$ cat src/rtl/intr_pkg.sv
// Shared types and constants for the interrupt sequencer.
package intr_pkg;

    typedef enum logic [3:0] {
        StIdle,
        StDrain,
        StSave,
        StPush,
        StVec,
        StJump,
        StIsr,
        StPop,
        StRet
    } intr_state_t;

    localparam logic [7:0] VEC_ADDR_DEFAULT = 8'h01;

endpackage

$ cat src/rtl/intr_ctrl.sv
// Interrupt sequencer: drains the pipe, shadows CCR, pushes the return PC,
// vectors to the ISR and reverses all of it on RTI.
module intr_ctrl
    import intr_pkg::*;
#(
    parameter logic [7:0] VEC_ADDR = VEC_ADDR_DEFAULT
) (
    input  logic       clk,
    input  logic       rst,
    input  logic       irq,
    input  logic       pipe_empty,
    input  logic       rti_dec,
    input  logic [7:0] pc_in,
    input  logic [7:0] sp_in,
    output logic       mem_req,
    output logic       mem_we,
    output logic [7:0] mem_addr,
    output logic [7:0] mem_wdata,
    input  logic [7:0] mem_rdata,
    input  logic       mem_ready,
    output logic       stall,
    output logic       flush,
    output logic       pc_load,
    output logic [7:0] pc_load_val,
    output logic       sp_dec,
    output logic       sp_inc,
    output logic       ccr_save,
    output logic       ccr_restore,
    output logic       int_active
);

    intr_state_t state;
    logic        irq_q;
    logic        pending;
    logic [7:0]  ret_pc;
    logic [7:0]  tgt;
    logic        irq_edge;

    assign irq_edge = irq & ~irq_q;

    always_ff @(posedge clk or posedge rst) begin
        if (rst) begin
            state      <= StIdle;
            irq_q      <= 1'b0;
            pending    <= 1'b0;
            int_active <= 1'b0;
            ret_pc     <= 8'h00;
            tgt        <= 8'h00;
        end else begin
            irq_q <= irq;
            if (irq_edge) begin
                pending <= 1'b1;
            end
            unique case (state)
                StIdle: begin
                    if ((pending || irq_edge) && !int_active) begin
                        state <= StDrain;
                    end
                end
                StDrain: begin
                    if (pipe_empty) begin
                        state <= StSave;
                    end
                end
                StSave: begin
                    ret_pc <= pc_in;
                    state  <= StPush;
                end
                StPush: begin
                    if (mem_ready) begin
                        state <= StVec;
                    end
                end
                StVec: begin
                    if (mem_ready) begin
                        tgt   <= mem_rdata;
                        state <= StJump;
                    end
                end
                StJump: begin
                    // Clearing wins over a same-cycle edge: it is absorbed.
                    pending    <= 1'b0;
                    int_active <= 1'b1;
                    state      <= StIsr;
                end
                StIsr: begin
                    if (rti_dec) begin
                        state <= StPop;
                    end
                end
                StPop: begin
                    if (mem_ready) begin
                        tgt   <= mem_rdata;
                        state <= StRet;
                    end
                end
                StRet: begin
                    int_active <= 1'b0;
                    state      <= StIdle;
                end
                default: state <= StIdle;
            endcase
        end
    end

    // Outputs decode the state register; mem_ready only gates the SP pulses.
    always_comb begin
        mem_req     = 1'b0;
        mem_we      = 1'b0;
        mem_addr    = 8'h00;
        mem_wdata   = 8'h00;
        stall       = 1'b0;
        flush       = 1'b0;
        pc_load     = 1'b0;
        pc_load_val = 8'h00;
        sp_dec      = 1'b0;
        sp_inc      = 1'b0;
        ccr_save    = 1'b0;
        ccr_restore = 1'b0;
        unique case (state)
            StDrain: stall = 1'b1;
            StSave: begin
                stall    = 1'b1;
                ccr_save = 1'b1;
            end
            StPush: begin
                stall     = 1'b1;
                mem_req   = 1'b1;
                mem_we    = 1'b1;
                mem_addr  = sp_in;
                mem_wdata = ret_pc;
                sp_dec    = mem_ready;
            end
            StVec: begin
                stall    = 1'b1;
                mem_req  = 1'b1;
                mem_addr = VEC_ADDR;
            end
            StJump: begin
                stall       = 1'b1;
                flush       = 1'b1;
                pc_load     = 1'b1;
                pc_load_val = tgt;
            end
            StPop: begin
                stall    = 1'b1;
                mem_req  = 1'b1;
                mem_addr = sp_in + 8'd1;
                sp_inc   = mem_ready;
            end
            StRet: begin
                stall       = 1'b1;
                flush       = 1'b1;
                pc_load     = 1'b1;
                pc_load_val = tgt;
                ccr_restore = 1'b1;
            end
            default: ;
        endcase
    end

endmodule

$ cat config.mk
export PLATFORM = sky130hd
export DESIGN_NAME = intr_ctrl
export DESIGN_NICKNAME = d
export VERILOG_FILES = /design/src/rtl/intr_pkg.sv /design/src/rtl/intr_ctrl.sv
export SDC_FILE = /design/constraint.sdc
export NUM_CORES = 1
export LEC_CHECK = 0
export CORE_ASPECT_RATIO = 1.2
export CORE_UTILIZATION = 30
export DETAILED_ROUTE_END_ITERATION = 12
export PLACE_DENSITY = 0.73
export SYNTH_ARGS = -nofsm -noshare
export SYNTH_HDL_FRONTEND = slang
export SYNTH_SLANG_ARGS = --single-unit
$ cat constraint.sdc
create_clock -name clk -period 1.9 [get_ports clk]
set_input_delay 0.38 -clock clk [delete_from_list [all_inputs] [get_ports clk]]
set_output_delay 0.38 -clock clk [all_outputs]
set_load 0.01 [all_outputs]
; Word level (Yosys, flattened, before mapping)
; Index checks and enable logic that the tools add are counted.
[op_classes]
eq_ne = 14
mux = 21
reduce_logical = 12
add_sub_neg = 1
n_bitwise = 2
[op_table]
columns = operator, count
row1 = one-hot mux 4 bit (8 select lines), 1
row2 = two-way mux 4 bit, 6
row3 = one-hot mux 8 bit (3 select lines), 1
row4 = == test 4 x 3 -> 1 bit (second input constant), 4
row5 = two-way mux 8 bit, 2
row6 = inequality test 2 bit (second input constant), 6
row7 = two-way mux 1 bit, 10
row8 = adder 8 x 1 -> 8 bit (second input constant), 1
row9 = == test 4 x 2 -> 1 bit (second input constant), 2
row10 = OR reduction 7 bit, 1
row11 = AND reduction 6 bit, 1
row12 = == test 4 x 1 -> 1 bit (second input constant), 1
row13 = == test 4 bit (second input constant), 1
row14 = logical NOT 4 bit, 1
row15 = nonzero test 2 bit, 2
row16 = OR reduction 2 bit, 2
row17 = OR reduction 3 bit, 1
row18 = one-hot mux 1 bit (2 select lines), 1
row19 = AND reduction 2 bit, 1
row20 = bitwise AND 1 bit, 1
row21 = logical AND 1 bit, 1
row22 = logical NOT 1 bit, 1
row23 = logical OR 1 bit, 1
row24 = inverter 1 bit, 1
[word_totals]
out_inout_bits = 34
input_bits = 30
elab_cells = 56
register_bits = 23

; Logic depth before layout (Yosys ltp)
[logic_depth]
ltp_word = 6
mapped_depth = 5
mapped_depth_nobuf = 5

; Worst setup path before layout
; Ideal clock, no wire load.
[synth_timing]
kind = register -> output
startpoint = register state[1]
endpoint = output mem_wdata[0]
n_path_buf = 1
stages_incl_launch_ff = 5
t_required_ns = 1.520
arrival_ns = 1.183
setup_slack_ns = 0.337
path_cell_list = dfrtp_1 > buf_2 > nand2_4 > nor3_2 > and2_1
[synth_between]
elab_chain_cells = 2
[synth_rtl]
columns = item, line
row1 = start: declaration, intr_ctrl.sv:32  ; intr_state_t state;
row2 = start signal: assignment, intr_ctrl.sv:43  ; state <= StIdle;
row3 = start signal: assignment, intr_ctrl.sv:57  ; state <= StDrain;
row4 = start signal: assignment, intr_ctrl.sv:62  ; state <= StSave;
row5 = == test 4 x 2 -> 1 bit, intr_ctrl.sv:120  ; unique case (state)
row6 = two-way mux 8 bit, intr_ctrl.sv:120
row7 = end: declaration, intr_ctrl.sv:18  ; output logic [7:0] mem_wdata,
; Every way passes these cells.

; Worst setup path after layout
[layout_timing]
startpoint = register state[2]
endpoint = output pc_load_val[2]
[layout_between]
elab_chain_cells = 3
word_cells_on_any_way = 4
cone_classes = eq/ne (2) / mux (1) / reduce/logical (1)
[layout_rtl]
columns = item, line
row1 = == test 4 bit or == test 4 x 3 -> 1 bit (tied branches), intr_ctrl.sv:120
row2 = OR reduction 2 bit (no line) *, -
row3 = two-way mux 8 bit *, intr_ctrl.sv:120
row4 = end: declaration, intr_ctrl.sv:24  ; output logic [7:0] pc_load_val,
; Every way passes the cells marked *; elsewhere a longest branch is shown, timed or not.

==> impl_metrics.tcl <==
set metrics [dict create \
    syn_to_final_growth_pct 82.4 \
    synthesis.area_sq_um 1330 \
    cp.required_ns 1.52 \
    initial_core_util_pct 31.2 \
    cts_num_sinks 23 \
    maxClockFrequency_ghz 0.515 \
    synth.avg_cell_area_sq_um 9.71 \
    post_synth_top_cells "dfrtp_1 (23), and2_1 (17), nor2_1 (17), mux2_2 (16), nand2_1 (9)" \
    globalRoute.totalOverflow 0 \
    cp-start-kind "flip-flop" \
    yosys_warns 0 \
    cts_made_buffers 3 \
    timing.max_slew.rel_slack_pct 78.8 \
    initial_antenna_violation_count 0 \
    drc_errors 0 \
    report.final.setup_viol 13 \
    wirelength_microns 3520 \
    clock_insertion_delay_worst_skew_ns 0.26 \
    io_buffer_count 63 \
    dieArea_sq_um 4700 \
    die_width_microns 62.8 \
    clk_transition_reported_paths_ns 0.08 \
    cp_top_family "flip-flops" \
    vias_in_the_first_global_route 1297 \
    nets 270 \
    violations "negative setup slack" \
    postSynthCellCount 137 \
    ys_types 30 \
    unrepaired_setup_endpoints_after_global_routing "true" \
    critical_path_buf_inv_count 3 \
    hold_violations 0 \
    post-synth-top-area-fraction_pct 43.3 \
    timing.critical_path.slowest_stage_cell "dfrtp_2" \
    run_status "finished with violations" \
    gp_congestion 0.833 \
    synthesis.nets 168 \
    power.ir.vdd_worst_uv 494 \
    final_antenna_net_count 0 \
    worstPathArrival_ns 1.56 \
    synthTopCellsByArea "dfrtp_1 (43%), mux2_2 (14%), and2_1 (8.0%), nor2_1 (4.8%), a21oi_1 (2.6%)" \
    timing.setup.critical_path_class "reg2out" \
    h-tree-depth 1 \
    boundaryPins 64 \
    clock_path_buffers 2 \
    cp_max_fo 6 \
    worstSetupEndpointType "output pin" \
    global_route_wire_length_before_repair_microns 5960 \
    dp_hpwl_microns 2470 \
    power.density_nw_per_um2 1340 \
    period_needed_ns 1.94 \
    crit_path_frequent_cell "buf_6" \
    ys_seq_area_share_pct 43.3 \
    holdBufCountCts 0 \
    postSynth.asyncResetShare_pct 100 \
    maxSlewViolCount 0 \
    static-leakage-power_uw 0.00111 \
    cts_tree "done" \
    yosys_most_used_dff "dfrtp_1" \
    core_sq_um 4260 \
    insertedDiodeCount 0 \
    grt_usage_pct 16.2 \
    crit_path_cells "buf_6 > nor2_4 > nand2_2 > a21oi_4 > buf_6 > and2_4 > buf_6" \
    yosys_register_bits 23 \
    fin_ws_ns -0.0416 \
    worst-slew-pin-transition_ns 0.318 \
    die-height_microns 74.9 \
    yosys.cell_count.top_type "dfrtp_1" \
    synth-edff-count 0 \
    drt-wirelength-per-cell_microns 12.0 \
    drt_pre_antenna_iters 4 \
    drt-initial-drc-count 38 \
    preCtsSetupSlack_ns -0.542 \
    critical_path.max_stage_delay_ns 0.43 \
    dr_vias_cell 4.60 \
    hp-class "in2async" \
    totalPowerFinal_uw 3240 \
    routed-via-count 1352 \
    drv.max_cap_violation_count 0 \
    placementRows 26 \
    drive_gt1_share_pct 52.9 \
    netlist.top_cell.by_area "dfrtp_1" \
    skew_ns 0.00361 \
    timing.hold.ws_ns 0.358 \
    final.period_utilization_pct 102 \
    clock_tree.root_cell "clkbuf_8" \
    grt_start_max_net_pins 17 \
]
[report_power, final]
group | total (uW) | switching, uW | internal [uW]
registers | 867 | 146 | 721
logic | 2080 | 869 | 1210
clock network | 298 | 152 | 146
[repair_timing]
item | 4_1_cts | 5_1_grt
gates resized for setup | 147 | 45
gates cloned | 1 | 0
pin swaps | 17 | 10
setup endpoints to repair | 33 | 41
setup buffers | 11 | 3
[per-layer routing]
metal	track usage [%]	vias to the layer above	part of all wire, %
li1	-	664	-
met1	18.4	639	41
met3	4.55	2	6.8
met5	0	-	0
met2	29.1	47	52
met4	6.72	0	0.91
[final timing paths]
path / from / endpoint / slack (ns) / cells past startpoint
max: state[2]$_DFFE_PP0P_ / pc_load_val[2] / -0.04 / 7
min: rst / pending$_DFFE_PP0P_ / 0.36 / 2
max reg2reg: state[2]$_DFFE_PP0P_ / tgt[3]$_DFFE_PP0P_ / 0.08 / 7
min reg2reg: ret_pc[1]$_DFFE_PP0P_ / ret_pc[1]$_DFFE_PP0P_ / 0.51 / 1
max in group asynchronous: rst / tgt[0]$_DFFE_PP0P_ / 1.03 / 3
min in group clk: ret_pc[1]$_DFFE_PP0P_ / ret_pc[1]$_DFFE_PP0P_ / 0.51 / 1
[logic make-up after synthesis]
kind of cell	Yosys count	synth area share, %
adder cells (fa/ha/maj)	1	0.941
AO/OA/AOI/OAI	19	9.31
AND/OR/NAND/NOR	58	22.5
flip-flops	23	43.3
buffers and inverters	11	4.33
multiplexers	18	15.1
XOR/XNOR	7	4.61
[flip-flops by register name, summed over array words and instances, names as in the netlist]
register	count
ret_pc	8
irq_q	1
tgt	8
pending	1
state	4
int_active	1
[layout by cell type, fill, tap and decap left out, types with 2 or more instances in the layout]
cell type and count:
buf_4 31, nand2_2 2, clkbuf_2 2, nand4_1 2, a21oi_4 2, nor3_4 2
buf_6 24, nor2_1 12, xnor2_1 3, nand3_2 3, a21oi_1 7, dfrtp_1 20
nor2_2 4, nor2b_1 2, clkdlybuf4s15_2 2, xor2_1 4, clkdlybuf4s50_1 24, and2_1 5
nand2_1 7, mux2_2 16, clkbuf_8 3, mux2i_1 2, dlygate4sd2_1 7, buf_2 13
inv_1 4, and2_4 12, o21ai_0 4, dfrtp_2 3
[per-stage QoR]
step                      util [%]  instance area (sq um)  setup TNS, ns  std cells
after CTS                     54.4                   2320         -0.127        292
after floorplan                  -                   1330              0        137
after global routing          56.9                   2430          -2.63        294
after global placement        51.4                   2190          -6.42        276
final                         56.9                   2430         -0.384        294
after detailed placement      51.4                   2190          -6.61        276
[final cells by class]
| class | count | area, sq um |
|---|---|---|
| Clock inverter | 1 | 5.00 |
| Tap cell | 56 | 70.1 |
| Timing Repair Buffer | 104 | 912 |
| Sequential cell | 23 | 579 |
| Multi-Input combinational cell | 103 | 803 |
| Clock buffer | 3 | 41.3 |
| Inverter | 4 | 15.0 |
| Fill cell | 403 | 1840 |
No activity file was read; power rests on OpenSTA's default activity.
